==> config.mk <==
export PLATFORM = sky130hd
export DESIGN_NAME = ce_divider_bank
export DESIGN_NICKNAME = d
export VERILOG_FILES = /design/src/rtl/ce_divider_bank.sv
export SDC_FILE = /design/constraint.sdc
export NUM_CORES = 1
export LEC_CHECK = 0
export CAP_MARGIN = 10
export CELL_PAD_IN_SITES_DETAIL_PLACEMENT = 2
export CELL_PAD_IN_SITES_GLOBAL_PLACEMENT = 2
export CORE_MARGIN = 5
export CORE_UTILIZATION = 37
export DETAILED_ROUTE_END_ITERATION = 12
export PLACE_DENSITY = 0.85
export SKIP_LAST_GASP = 1
export SLEW_MARGIN = 20
export SYNTH_ARGS = -nofsm -noshare
export SYNTH_HDL_FRONTEND = slang
export SYNTH_SLANG_ARGS = --single-unit
export TNS_END_PERCENT = 1
==> constraint.sdc <==
create_clock -name clk -period 3.5 [get_ports clk]
set_input_delay 0.525 -clock clk [delete_from_list [all_inputs] [get_ports clk]]
set_output_delay 0.525 -clock clk [all_outputs]
set_load 0.05 [all_outputs]
==> src/rtl/ce_divider_bank.sv <==
// Bank of independent clock-enable generators with runtime divisors, pause,
// global phase resync and a mid-period (falling-phase) enable per channel.
module ce_divider_bank #(
    parameter int NUM_CH    = 4,
    parameter int DIV_W     = 8,
    parameter int RESET_DIV = 5
) (
    input  logic                    clk,
    input  logic                    reset,
    input  logic [NUM_CH*DIV_W-1:0] div_i,
    input  logic [NUM_CH-1:0]       pause_i,
    input  logic                    sync_i,
    output logic [NUM_CH-1:0]       ce_o,
    output logic [NUM_CH-1:0]       ce_n_o,
    output logic [NUM_CH-1:0]       pending_o
);

    for (genvar n = 0; n < NUM_CH; n++) begin : g_ch
        logic [DIV_W-1:0] r_cnt;
        logic [DIV_W-1:0] r_term;
        logic             r_ce;
        logic             r_ce_n;
        logic             r_pending;

        logic [DIV_W-1:0] w_div;
        logic [DIV_W-1:0] w_half;
        logic [DIV_W-1:0] w_cnt_next;
        logic [DIV_W-1:0] w_term_next;
        logic             w_ce_next;
        logic             w_ce_n_next;

        assign w_div  = div_i[n*DIV_W +: DIV_W];
        // Widened by one bit so an all-ones term does not overflow before halving.
        assign w_half = DIV_W'(({1'b0, r_term} + (DIV_W+1)'(1)) >> 1);

        always_comb begin
            w_cnt_next  = r_cnt;
            w_term_next = r_term;
            w_ce_next   = 1'b0;
            w_ce_n_next = 1'b0;
            if (sync_i) begin
                w_cnt_next  = '0;
                w_term_next = w_div;
            end else if (!pause_i[n]) begin
                if (r_cnt == r_term) begin
                    w_cnt_next  = '0;
                    w_term_next = w_div;
                    w_ce_next   = 1'b1;
                end else begin
                    w_cnt_next  = r_cnt + DIV_W'(1);
                end
                // Fires on the edge that moves cnt to half, i.e. half cycles after ce_o.
                w_ce_n_next = (r_term != '0) && (r_cnt == w_half - DIV_W'(1));
            end
        end

        always_ff @(posedge clk or posedge reset) begin
            if (reset) begin
                r_cnt     <= '0;
                r_term    <= DIV_W'(RESET_DIV);
                r_ce      <= 1'b0;
                r_ce_n    <= 1'b0;
                r_pending <= 1'b0;
            end else begin
                r_cnt     <= w_cnt_next;
                r_term    <= w_term_next;
                r_ce      <= w_ce_next;
                r_ce_n    <= w_ce_n_next;
                r_pending <= (w_div != w_term_next);
            end
        end

        assign ce_o[n]      = r_ce;
        assign ce_n_o[n]    = r_ce_n;
        assign pending_o[n] = r_pending;
    end

endmodule

# [Yosys cells after proc, flatten, opt, wreduce, memory -nomap -nowiden]
# Index checks and enable logic that the tools add are counted.
[op_classes] n_addsub=12 eq_ne=16 mux=44 n_reduce_logical=8
[ops] cell="2-to-1 mux 8 bit" count=24
[ops] cell="equality test 8 bit" count=8
[ops] cell="adder 8 x 1 -> 9 bit (second input constant)" count=4
[ops] cell="adder 8 x 1 -> 8 bit (second input constant)" count=4
[ops] cell="inequality test 8 bit" count=4
[ops] cell="nonzero test 8 bit" count=4
[ops] cell="subtractor 8 x 1 -> 8 bit (second input constant)" count=4
[ops] cell="2-to-1 mux 1 bit" count=20
[ops] cell="inequality test 2 x 1 -> 1 bit (second input constant)" count=4
[ops] cell="logical AND 1 bit" count=4
[totals] reg_bits=76 out_inout_bits=12 elab_cells=100

# [Depth between registers and ports, before layout]
# Gate-level depths: netlist of the first run.
[depth] word_depth=6 mapped_depth=11 depth_no_buf=10

# [Worst setup path before layout of the first run]
# No wires, ideal clock.
[synth_path] path_kind="reg-to-reg" startpoint="register g_ch[1].r_term[0]" endpoint="register g_ch[1].r_ce_n" setup_ns=0.104 t_arrival_ns=2.514 t_required_ns=3.396 path_slack_ns=0.882 stages_incl_launch_ff=11 cell_sequence="dfstp_2 buf_2 inv_1 ha_1 inv_1 ha_1 xor2_1 xnor2_1 a311oi_1 or4b_1 a221oi_1"
[synth_via] elab_chain_cells=6 word_cells_on_any_way=7
[synth_rtl] item="from (decl)" line_no="20" rtl="logic [DIV_W-1:0] r_term;"
[synth_rtl] item="from (signal assigned)" line_no="60" rtl="r_term <= DIV_W'(RESET_DIV);"
[synth_rtl] item="from (signal assigned)" line_no="66" rtl="r_term <= w_term_next;"
[synth_rtl] item="adder 8 x 1 -> 9 bit" line_no="34" rtl="assign w_half = DIV_W'(({1'b0, r_term} + (DIV_W+1)'(1)) >> 1);"
[synth_rtl] item="subtractor 8 x 1 -> 8 bit" line_no="53" rtl="w_ce_n_next = (r_term != '0) && (r_cnt == w_half - DIV_W'(1));"
[synth_rtl] item="equality test 8 bit" line_no="53"
[synth_rtl] item="logical AND 1 bit (*)" line_no="53"
[synth_rtl] item="2-to-1 mux 1 bit (*)" line_no="44" rtl="end else if (!pause_i[n]) begin"
[synth_rtl] item="2-to-1 mux 1 bit (*)" line_no="41" rtl="if (sync_i) begin"
[synth_rtl] item="net g_ch[1].w_ce_n_next" line_no="30" rtl="logic w_ce_n_next;"
[synth_rtl] item="to (signal assigned)" line_no="68" rtl="r_ce_n <= w_ce_n_next;"
[synth_rtl] item="to (decl)" line_no="22" rtl="logic r_ce_n;"
# Mark *: on every way through the listed nets, which the timed path passes. The rest lies on a longest branch.
# A chain may end at the register's enable or synchronous reset.

# [Final worst setup path of the first run]
# Same ends and word-level chain as after synthesis.

==> impl_metrics.env, run 1 <==
export IMPL_ys_seq_elements=76
export IMPL_grt_pass1_vias=5663
export IMPL_rows=46
export IMPL_wl_per_cell_um=21.3
export IMPL_cp_arrival_ns=3.22
export IMPL_synth_warnings=0
export IMPL_setup_viol=0
export IMPL_holdWs_ns=0.555
export IMPL_synthFlopType="dfrtp_1"
export IMPL_synth_edf_count=0
export IMPL_r2r_slack_ns=0.51
export IMPL_power_uw=2790
export IMPL_required_ns=3.73
export IMPL_drive_above_1_share_pct=10.9
export IMPL_die_area_um2=18700
export IMPL_finalNetCount=721
export IMPL_routed_wl_mm=18.9
export IMPL_critical_path_startpoint="g_ch[1].r_term[0]$_DFF_PP1_"
export IMPL_p_leak_uw=0.00274
export IMPL_vias=4993
export IMPL_power_density_nw_per_um2=413
export IMPL_clock_path_buffers=2
export IMPL_diodes=0
export IMPL_r2r_start="g_ch[1].r_term[0]$_DFF_PP1_"
export IMPL_port_buffers=50
export IMPL_die_w_um=137
export IMPL_syn_inst=668
export IMPL_yosysSeqAreaShare_pct=32.2
export IMPL_rsz0062_at_grt="no"
export IMPL_hold_buffers=0
export IMPL_grt_ovfl_total=0
export IMPL_crit_type="reg -> reg"
export IMPL_cts_setup_buffers=0
export IMPL_fin_crit_sh_pct=85.4
export IMPL_cts_tree="yes"
export IMPL_grt_util_all_layers_pct=21.0
export IMPL_grt_pass1_wl_mm=31.0
export IMPL_yosysUniqueCellTypes=71
export IMPL_slew_viol_final=0
export IMPL_skew_ns=0.00876
export IMPL_ios=51
export IMPL_start_util_pct=37.5
export IMPL_drt_first_iter_violations=186
export IMPL_setup_worst_path_start_class="flop"
export IMPL_dp_hpwl_mm=13.0
export IMPL_drv_cap=0
export IMPL_ant_nets=0
export IMPL_cts_resized=0
export IMPL_final_core_util_pct=42.7
export IMPL_setup_tns_ns=0
export IMPL_cts_buffers=9
export IMPL_hold_path_class="in -> async"
export IMPL_clkSinkCount=76
export IMPL_htree_levels=3
export IMPL_status="complete, no violations"
export IMPL_drt_vias_per_instance=5.63
export IMPL_clockRootBuffer="clkbuf_16"
export IMPL_syn_cell_area_um2=5940
export IMPL_r2r_end="g_ch[1].r_ce_n$_DFF_PP0_"
export IMPL_cp_end_kind="flop"
export IMPL_fin_crit_ns=2.99
export IMPL_fp_dieH_um=137
export IMPL_grt_max_degree=48
export IMPL_tightest_slew_ns=0.782
export IMPL_clk_latency_ns=0.35
export IMPL_antenna_found_initial=0
export IMPL_final_hold_violation_count=0
export IMPL_timing_critical_path_to="g_ch[1].r_ce_n$_DFF_PP0_"
export IMPL_syn2layout_area_growth_pct=13.7
export IMPL_crit_path_max_fanout=10
export IMPL_fp_coreArea_um2=15800
export IMPL_fmaxAchievable_ghz=0.335
export IMPL_synth_avg_cell_area_um2=8.90
export IMPL_synth_nets=723
export IMPL_drt_pass1_iterations=6
export IMPL_clk_pin_slew_ns=0.07
export IMPL_synth_async_reset_ratio_pct=100
export IMPL_relSlewSlack_pct=47.9
export IMPL_peakVddDrop_mv=0.282
export IMPL_reg2regPathDepth=9
export IMPL_drc=0
export IMPL_globalplace_congestion=0.858
## registers in the layout (all words and copies together) (netlist names)
register        count
g_ch.r_term        32
g_ch.r_pending      4
g_ch.r_ce           4
g_ch.r_cnt         32
g_ch.r_ce_n         4
## logic make-up (layout without fill, tap and decap cells)
family                   after synthesis  in the layout  share of synthesized area [%]
buffers and inverters                 86             89                           6.70
multiplexers                          29             29                           5.43
adder cells (fa/ha/maj)               16             16                           3.37
AND/OR/NAND/NOR                      222            222                           19.6
AO/OA/AOI/OAI                         96             96                           11.1
XOR/XNOR                             143            143                           21.6
flip-flops                            76             76                           32.2
## synth_stat cells, drive strengths merged, types with 4 or more instances
cell type	number	area share (%)
o21ai	31	2.9
mux2	26	4.9
a21oi	16	1.3
nor2	49	3.1
nand2	43	2.7
nand4	18	1.9
nor3	15	1.3
o211ai	6	0.76
nor2b	4	0.42
nand3	25	2.4
nor4	25	2.6
xor2	92	14
dfstp	8	3.5
inv	18	1.1
and3	13	1.4
o21a	4	0.51
or3	7	0.76
nand3b	4	0.51
a21boi	5	0.63
xnor2	49	7.2
ha	16	3.4
buf	32	3.2
and3b	5	0.76
dfrtp	68	29
a31oi	6	0.74
clkbuf	36	2.3
## worst min-delay path by stage
stage	start	to	slack [ns]	cells after the start
4_1_cts	reset	g_ch[1].r_term[6]$_DFF_PP0_	0.56	2
6_report	reset	g_ch[3].r_pending$_DFF_PP0_	0.55	2
3_5_place_dp	g_ch[1].r_cnt[7]$_DFFE_PP0P_	g_ch[1].r_cnt[7]$_DFFE_PP0P_	0.56	1
2_1_floorplan	g_ch[1].r_cnt[7]$_DFFE_PP0P_	g_ch[1].r_cnt[7]$_DFFE_PP0P_	0.51	1
5_1_grt	reset	g_ch[3].r_pending$_DFF_PP0_	0.59	2
3_3_place_gp	g_ch[1].r_cnt[7]$_DFFE_PP0P_	g_ch[1].r_cnt[7]$_DFFE_PP0P_	0.55	1
## routing by layer
layer | vias to the layer above | track usage [%] | part of all wire [%]
met5 | - | 0 | 0
met4 | 0 | 6.66 | 2.2
met3 | 33 | 3.16 | 2.9
met2 | 105 | 39.2 | 53
met1 | 2547 | 24.4 | 41
li1 | 2308 | - | -
## report_power, final
group	switching [uW]	internal [uW]	total, uW
registers	146	935	1080
logic	344	306	650
clock network	429	629	1060
total	919	1870	2790
## through the flow
| stage | worst slack (ns) | cell area, um2 | std cells |
|---|---|---|---|
| global route | 0.385 | 6760 | 887 |
| detailed placement | 0.584 | 6430 | 871 |
| CTS | 0.558 | 6760 | 887 |
| floorplan | 0.882 | 5940 | 668 |
| finish | 0.512 | 6760 | 887 |
| global placement | 0.849 | 6430 | 871 |
## area by class of cell
type | count | area, um2
multi-input combinational | 506 | 3630
timing repair buffer | 55 | 551
fill | 1706 | 9070
clock inverter | 7 | 98.8
clock buffer | 9 | 225
tap | 216 | 270
inverter | 18 | 68.8
sequential | 76 | 1910
## worst max-delay path: stages (launching register included)
cell	delay (ns)
dfstp_2	0.65
inv_1	0.08
ha_1	0.36
inv_1	0.08
ha_1	0.31
xor2_1	0.15
nand3_1	0.12
a311oi_1	0.32
or4b_1	0.48
a221oi_1	0.31
## placed cells by master, fill, tap and decap left out, drive strengths merged, types with 5 or more instances in the layout
cell type and n:
nor2 49, and3b 5, nand4 18, xor2 92, nand2 43, nor4 25, a31oi 6, mux2 26
nor3 15, clkbuf 9, buf 5, clkdlybuf4s50 50, xnor2 49, dfrtp 68, or3 7, o211ai 6
a21oi 16, inv 18, nand3 25, a21boi 5, dfstp 8, ha 16, and3 13, o21ai 31
No activity file was read; power rests on OpenSTA's default activity.
==> inputs of run 2 (changes only) <==
CORE_MARGIN = default   (was 5)
==> impl_metrics.env, run 2 (same netlist as run 1, synthesis figures left out) <==
export IMPL_fin_crit_ns=2.92
export IMPL_slowest_stage="dfstp_2"
export IMPL_p_sw_uw=892
export IMPL_grt_max_degree=61
export IMPL_slew_viol_final=0
export IMPL_seq_power_share_pct=38.5
export IMPL_final_hold_violation_count=0
export IMPL_syn2layout_area_growth_pct=13.5
export IMPL_finalNetCount=720
export IMPL_clock_path_buffers=2
export IMPL_drt_first_iter_violations=182
export IMPL_globalplace_congestion=0.839
export IMPL_cts_setup_buffers=0
export IMPL_worst_path_largest_cell_delay_ns=0.65
export IMPL_skew_ns=0.00851
export IMPL_cts_resized=0
export IMPL_power_uw=2810
export IMPL_cp_arrival_ns=3.14
export IMPL_setup_viol=0
export IMPL_hold_buffers=0
export IMPL_final_common_cell="xor2_1"
export IMPL_clk_latency_ns=0.35
export IMPL_htree_levels=3
export IMPL_peakVddDrop_mv=0.190
export IMPL_fmaxAchievable_ghz=0.343
export IMPL_swShare_pct=31.7
export IMPL_die_w_um=129
export IMPL_start_util_pct=38.5
export IMPL_regArea_um2=1910
export IMPL_grt_ovfl_total=0
export IMPL_clkSinkCount=76
export IMPL_reg2regPathDepth=9
export IMPL_clk_pin_slew_ns=0.06
export IMPL_fin_crit_sh_pct=83.4
export IMPL_diodes=0
export IMPL_crit_path_cell_trace="inv_1, ha_1, inv_1, ha_1, xor2_1, nand3_1, a311oi_1, or4b_1, a221oi_1"
export IMPL_cp_end_kind="flop"
export IMPL_grt_pass1_vias=5637
export IMPL_drt_vias_per_instance=5.63
export IMPL_clockPowerShare_pct=38.6
export IMPL_port_buffers=50
export IMPL_ant_nets=0
export IMPL_hold_path_class="reg -> reg"
export IMPL_comb_power_share_pct=22.9
export IMPL_highest_layer="met4"
export IMPL_fp_dieH_um=129
export IMPL_required_ns=3.72
export IMPL_wl_met2_mm=9.75
export IMPL_setup_worst_path_start_class="flop"
export IMPL_wl_per_cell_um=20.6
export IMPL_grt_util_all_layers_pct=23.6
export IMPL_clockRootBuffer="clkbuf_16"
export IMPL_multiInputGateArea_um2=3630
export IMPL_fill_cells=1684
export IMPL_relSlewSlack_pct=46.5
export IMPL_die_area_um2=16600
export IMPL_grt_pass1_wl_mm=30.4
export IMPL_crit_type="reg -> reg"
export IMPL_wl_met1_mm=7.74
export IMPL_drc=0
export IMPL_p_int_uw=1920
export IMPL_ios=51
export IMPL_dp_hpwl_mm=12.7
export IMPL_rows=45
export IMPL_fp_coreArea_um2=15400
export IMPL_cts_buffers=9
export IMPL_status="complete, no violations"
export IMPL_cts_tree="yes"
export IMPL_wl_met3_um=375
export IMPL_routed_wl_mm=18.2
export IMPL_drv_cap=0
export IMPL_crit_path_max_fanout=10
export IMPL_vias=4960
export IMPL_power_density_nw_per_um2=417
export IMPL_antenna_found_initial=0
export IMPL_p_leak_uw=0.00273
export IMPL_rsz0062_at_grt="no"
export IMPL_drive_above_1_share_pct=10.6
export IMPL_tightest_slew_ns=0.803
export IMPL_drt_pass1_iterations=4
export IMPL_reg_top3="g_ch.r_cnt x32, g_ch.r_term x32"
export IMPL_hold_path_depth=1
export IMPL_mostFrequentLayoutCells="92 x xor2_1, 68 x dfrtp_1, 50 x clkdlybuf4s50_1"
export IMPL_setup_tns_ns=0
run 2: changes by cell type in the layout (fill, tap and decap cells not counted):
cell      delta
clkinv_4     -2
clkinv_2     -2
clkbuf_8     +3
buf_12       -1
inv_6        -1
clkbuf_1     +1
inv_4        +1
run 2: power groups by stage:
stage	Combinational, uW	Clock [uW]	Sequential (uW)
4_1_cts	651	1100	1080
2_1_floorplan	561	0	975
3_5_place_dp	631	0	1100
5_1_grt	709	1130	1100
3_3_place_gp	583	0	1090
6_report	643	1090	1080
run 2: worst paths after layout:
check                                        startpoint                            to  slack, ns
hold / removal             g_ch[1].r_cnt[7]$_DFFE_PP0P_  g_ch[1].r_cnt[7]$_DFFE_PP0P_       0.60
min in group asynchronous                         reset   g_ch[2].r_term[6]$_DFF_PP0_       0.68
setup / recovery            g_ch[1].r_term[0]$_DFF_PP1_      g_ch[1].r_ce_n$_DFF_PP0_       0.58
hold reg to reg            g_ch[1].r_cnt[7]$_DFFE_PP0P_  g_ch[1].r_cnt[7]$_DFFE_PP0P_       0.60
max in group asynchronous                         reset   g_ch[1].r_term[2]$_DFF_PP1_       2.07
setup reg to reg            g_ch[1].r_term[0]$_DFF_PP1_      g_ch[1].r_ce_n$_DFF_PP0_       0.58
run 2: routing by layer:
layer | vias to the layer above | track usage (%)
met5 | - | 0
met4 | 0 | 6.85
met3 | 28 | 3.04
met2 | 75 | 44.6
met1 | 2555 | 27.6
li1 | 2302 | -
run 2: final cells by class:
type | instances | share of cell area, %
inverters | 18 | 1.04
multi-input cells | 506 | 53.8
clock buffers | 13 | 4.01
flip-flops and latches | 76 | 28.3
repair buffers | 54 | 7.86
clock inverters | 3 | 1.00
well taps | 211 | 3.91
run 2: through the flow:
step,instances,worst slack [ns],area (um2),hold slack (ns),util (%)
CTS,881,0.555,6750,0.596,43.7
global route,881,0.453,6750,0.631,43.7
global placement,865,0.848,6410,0.554,41.5
detailed placement,865,0.569,6410,0.574,41.5
floorplan,668,0.882,5940,0.513,-
finish,881,0.582,6750,0.600,43.7
run 2: critical path, delay by kind of cell (launching register included):
kind,cells,cell delay (ns)
adder cells (fa/ha/maj),2,0.66
XOR/XNOR,1,0.14
AO/OA/AOI/OAI,2,0.60
AND/OR/NAND/NOR,2,0.58
buffers and inverters,2,0.16
flip-flops,1,0.65
==> inputs of run 3 (changes only) <==
clock period = 2.9 ns   (was 3.5 ns; I/O delays follow)
==> impl_metrics.env, run 3 (same netlist as run 1, synthesis figures left out) <==
export IMPL_ant_nets=0
export IMPL_required_ns=3.15
export IMPL_p_leak_uw=0.00275
export IMPL_clock_path_buffers=2
export IMPL_vias=4917
export IMPL_slowest_stage="dfstp_2"
export IMPL_r2r_slack_ns=0.17
export IMPL_cts_tree="yes"
export IMPL_final_common_cell="xor2_1"
export IMPL_comb_power_share_pct=24.5
export IMPL_holdWs_ns=0.463
export IMPL_power_uw=3240
export IMPL_grt_util_all_layers_pct=23.3
export IMPL_worst_path_largest_cell_delay_ns=0.64
export IMPL_fp_dieH_um=129
export IMPL_relSlewSlack_pct=58.2
export IMPL_clockPowerShare_pct=35.3
export IMPL_grt_pass1_vias=5570
export IMPL_setup_tns_ns=0
export IMPL_clk_latency_ns=0.35
export IMPL_diodes=0
export IMPL_globalplace_congestion=0.818
export IMPL_timing_critical_path_to="g_ch[0].r_ce_n$_DFF_PP0_"
export IMPL_hold_buffers=0
export IMPL_tightest_slew_ns=0.626
export IMPL_p_int_uw=2170
export IMPL_setup_worst_path_start_class="flop"
export IMPL_drt_first_iter_violations=218
export IMPL_mostFrequentLayoutCells="92 x xor2_1, 67 x dfrtp_1, 50 x clkdlybuf4s50_1"
export IMPL_drc=0
export IMPL_fp_coreArea_um2=15400
export IMPL_rsz0062_at_grt="yes"
export IMPL_wl_per_cell_um=20.3
export IMPL_grt_max_degree=46
export IMPL_antenna_found_initial=0
export IMPL_status="complete, no violations"
export IMPL_drt_vias_per_instance=5.55
export IMPL_p_sw_uw=1070
export IMPL_die_area_um2=16600
export IMPL_r2r_end="g_ch[0].r_ce_n$_DFF_PP0_"
export IMPL_grt_pass1_wl_mm=29.8
export IMPL_rows=45
export IMPL_fmaxAchievable_ghz=0.366
export IMPL_clkSinkCount=76
export IMPL_crit_path_max_fanout=10
export IMPL_port_buffers=50
export IMPL_routed_wl_mm=18.0
export IMPL_ios=51
export IMPL_cp_end_kind="flop"
export IMPL_drive_above_1_share_pct=11.9
export IMPL_final_hold_violation_count=0
export IMPL_clk_pin_slew_ns=0.06
export IMPL_finalNetCount=725
export IMPL_fin_crit_ns=2.73
export IMPL_reg_top3="g_ch.r_cnt x32, g_ch.r_term x32"
export IMPL_reg2regPathDepth=7
export IMPL_dp_hpwl_mm=13.2
export IMPL_drt_pass1_iterations=4
export IMPL_power_density_nw_per_um2=478
export IMPL_die_w_um=129
export IMPL_critical_path_startpoint="g_ch[0].r_term[0]$_DFF_PP1_"
export IMPL_setup_viol=0
export IMPL_crit_path_frequent_cell="ha_1"
export IMPL_hold_path_class="in -> async"
export IMPL_fin_crit_sh_pct=94.1
export IMPL_start_util_pct=38.5
export IMPL_r2r_start="g_ch[0].r_term[0]$_DFF_PP1_"
export IMPL_swShare_pct=33.1
export IMPL_htree_levels=3
export IMPL_peakVddDrop_mv=0.350
export IMPL_slew_viol_final=0
export IMPL_seq_power_share_pct=40.3
export IMPL_cts_buffers=9
export IMPL_crit_type="reg -> reg"
export IMPL_cp_arrival_ns=2.98
export IMPL_drv_cap=0
export IMPL_grt_ovfl_total=0
export IMPL_syn2layout_area_growth_pct=14.0
export IMPL_skew_ns=0.00710
export IMPL_clockRootBuffer="clkbuf_16"
export IMPL_crit_path_cell_trace="ha_1, xnor2_1, ha_1, and4b_1, a31oi_1, or4_1, a221oi_2"
[run 3: cell types whose count changed in the layout (fill, tap and decap cells not counted), sizes merged]
cell / change
clkinv: +7
buf: +5
clkbuf: -4
bufinv: -1
clkinvlp: -1
inv: -1
[run 3: area by class of cell]
type | count | area (um2)
well taps | 211 | 264
clock buffers | 9 | 225
fillers | 1682 | 8650
clock inverters | 7 | 67.6
multi-input cells | 506 | 3640
repair buffers | 59 | 593
flip-flops and latches | 76 | 1910
inverters | 18 | 68.8
[run 3: worst min-delay path by stage]
stage	to	slack, ns	depth (start not counted)
2_1_floorplan	g_ch[1].r_ce$_DFF_PP0_	0.51	1
3_3_place_gp	g_ch[1].r_cnt[7]$_DFFE_PP0P_	0.57	1
3_5_place_dp	g_ch[1].r_cnt[7]$_DFFE_PP0P_	0.56	1
4_1_cts	g_ch[2].r_term[6]$_DFF_PP0_	0.48	2
5_1_grt	g_ch[2].r_term[6]$_DFF_PP0_	0.52	2
6_report	g_ch[2].r_term[6]$_DFF_PP0_	0.46	2
[run 3: stage by stage]
step	cell area [um2]	utilization [%]	instances	setup slack, ns
global route	6780	43.9	886	-0.0235
finish	6780	43.9	886	0.170
global placement	6450	41.8	869	0.239
CTS	6740	43.7	885	0.0638
detailed placement	6450	41.8	869	0.0770
floorplan	5940	-	668	0.282
[run 3: repair_timing]
item | CTS | global route
endpoints found under the setup margin | 0 | 2
setup buffers | 0 | 1
resized for setup | 0 | 3
[run 3: power groups by stage]
stage	registers, uW	logic (uW)	clock network, uW
after floorplan	1180	677	0
after global placement	1310	714	0
after detailed placement	1320	774	0
after CTS	1310	792	1160
after global routing	1320	872	1210
final	1310	793	1140
[run 3: worst max-delay path, delay by kind of cell (launching register included)]
family | cells | cell delay, ns
xor+xnor | 1 | 0.17
simple gates | 2 | 0.82
compound gates | 2 | 0.37
flops | 1 | 0.64
fa+ha+maj | 2 | 0.62
[run 3: layer usage]
| layer | global-route usage [%] | routed length (um) | up-vias | part of all wire [%] |
|---|---|---|---|---|
| li1 | - | - | 2312 | - |
| met1 | 27.8 | 7810 | 2504 | 43 |
| met2 | 42.9 | 9520 | 73 | 53 |
| met3 | 2.95 | 344 | 28 | 1.9 |
| met4 | 8.03 | 341 | 0 | 1.9 |
| met5 | 0 | 0 | - | 0 |
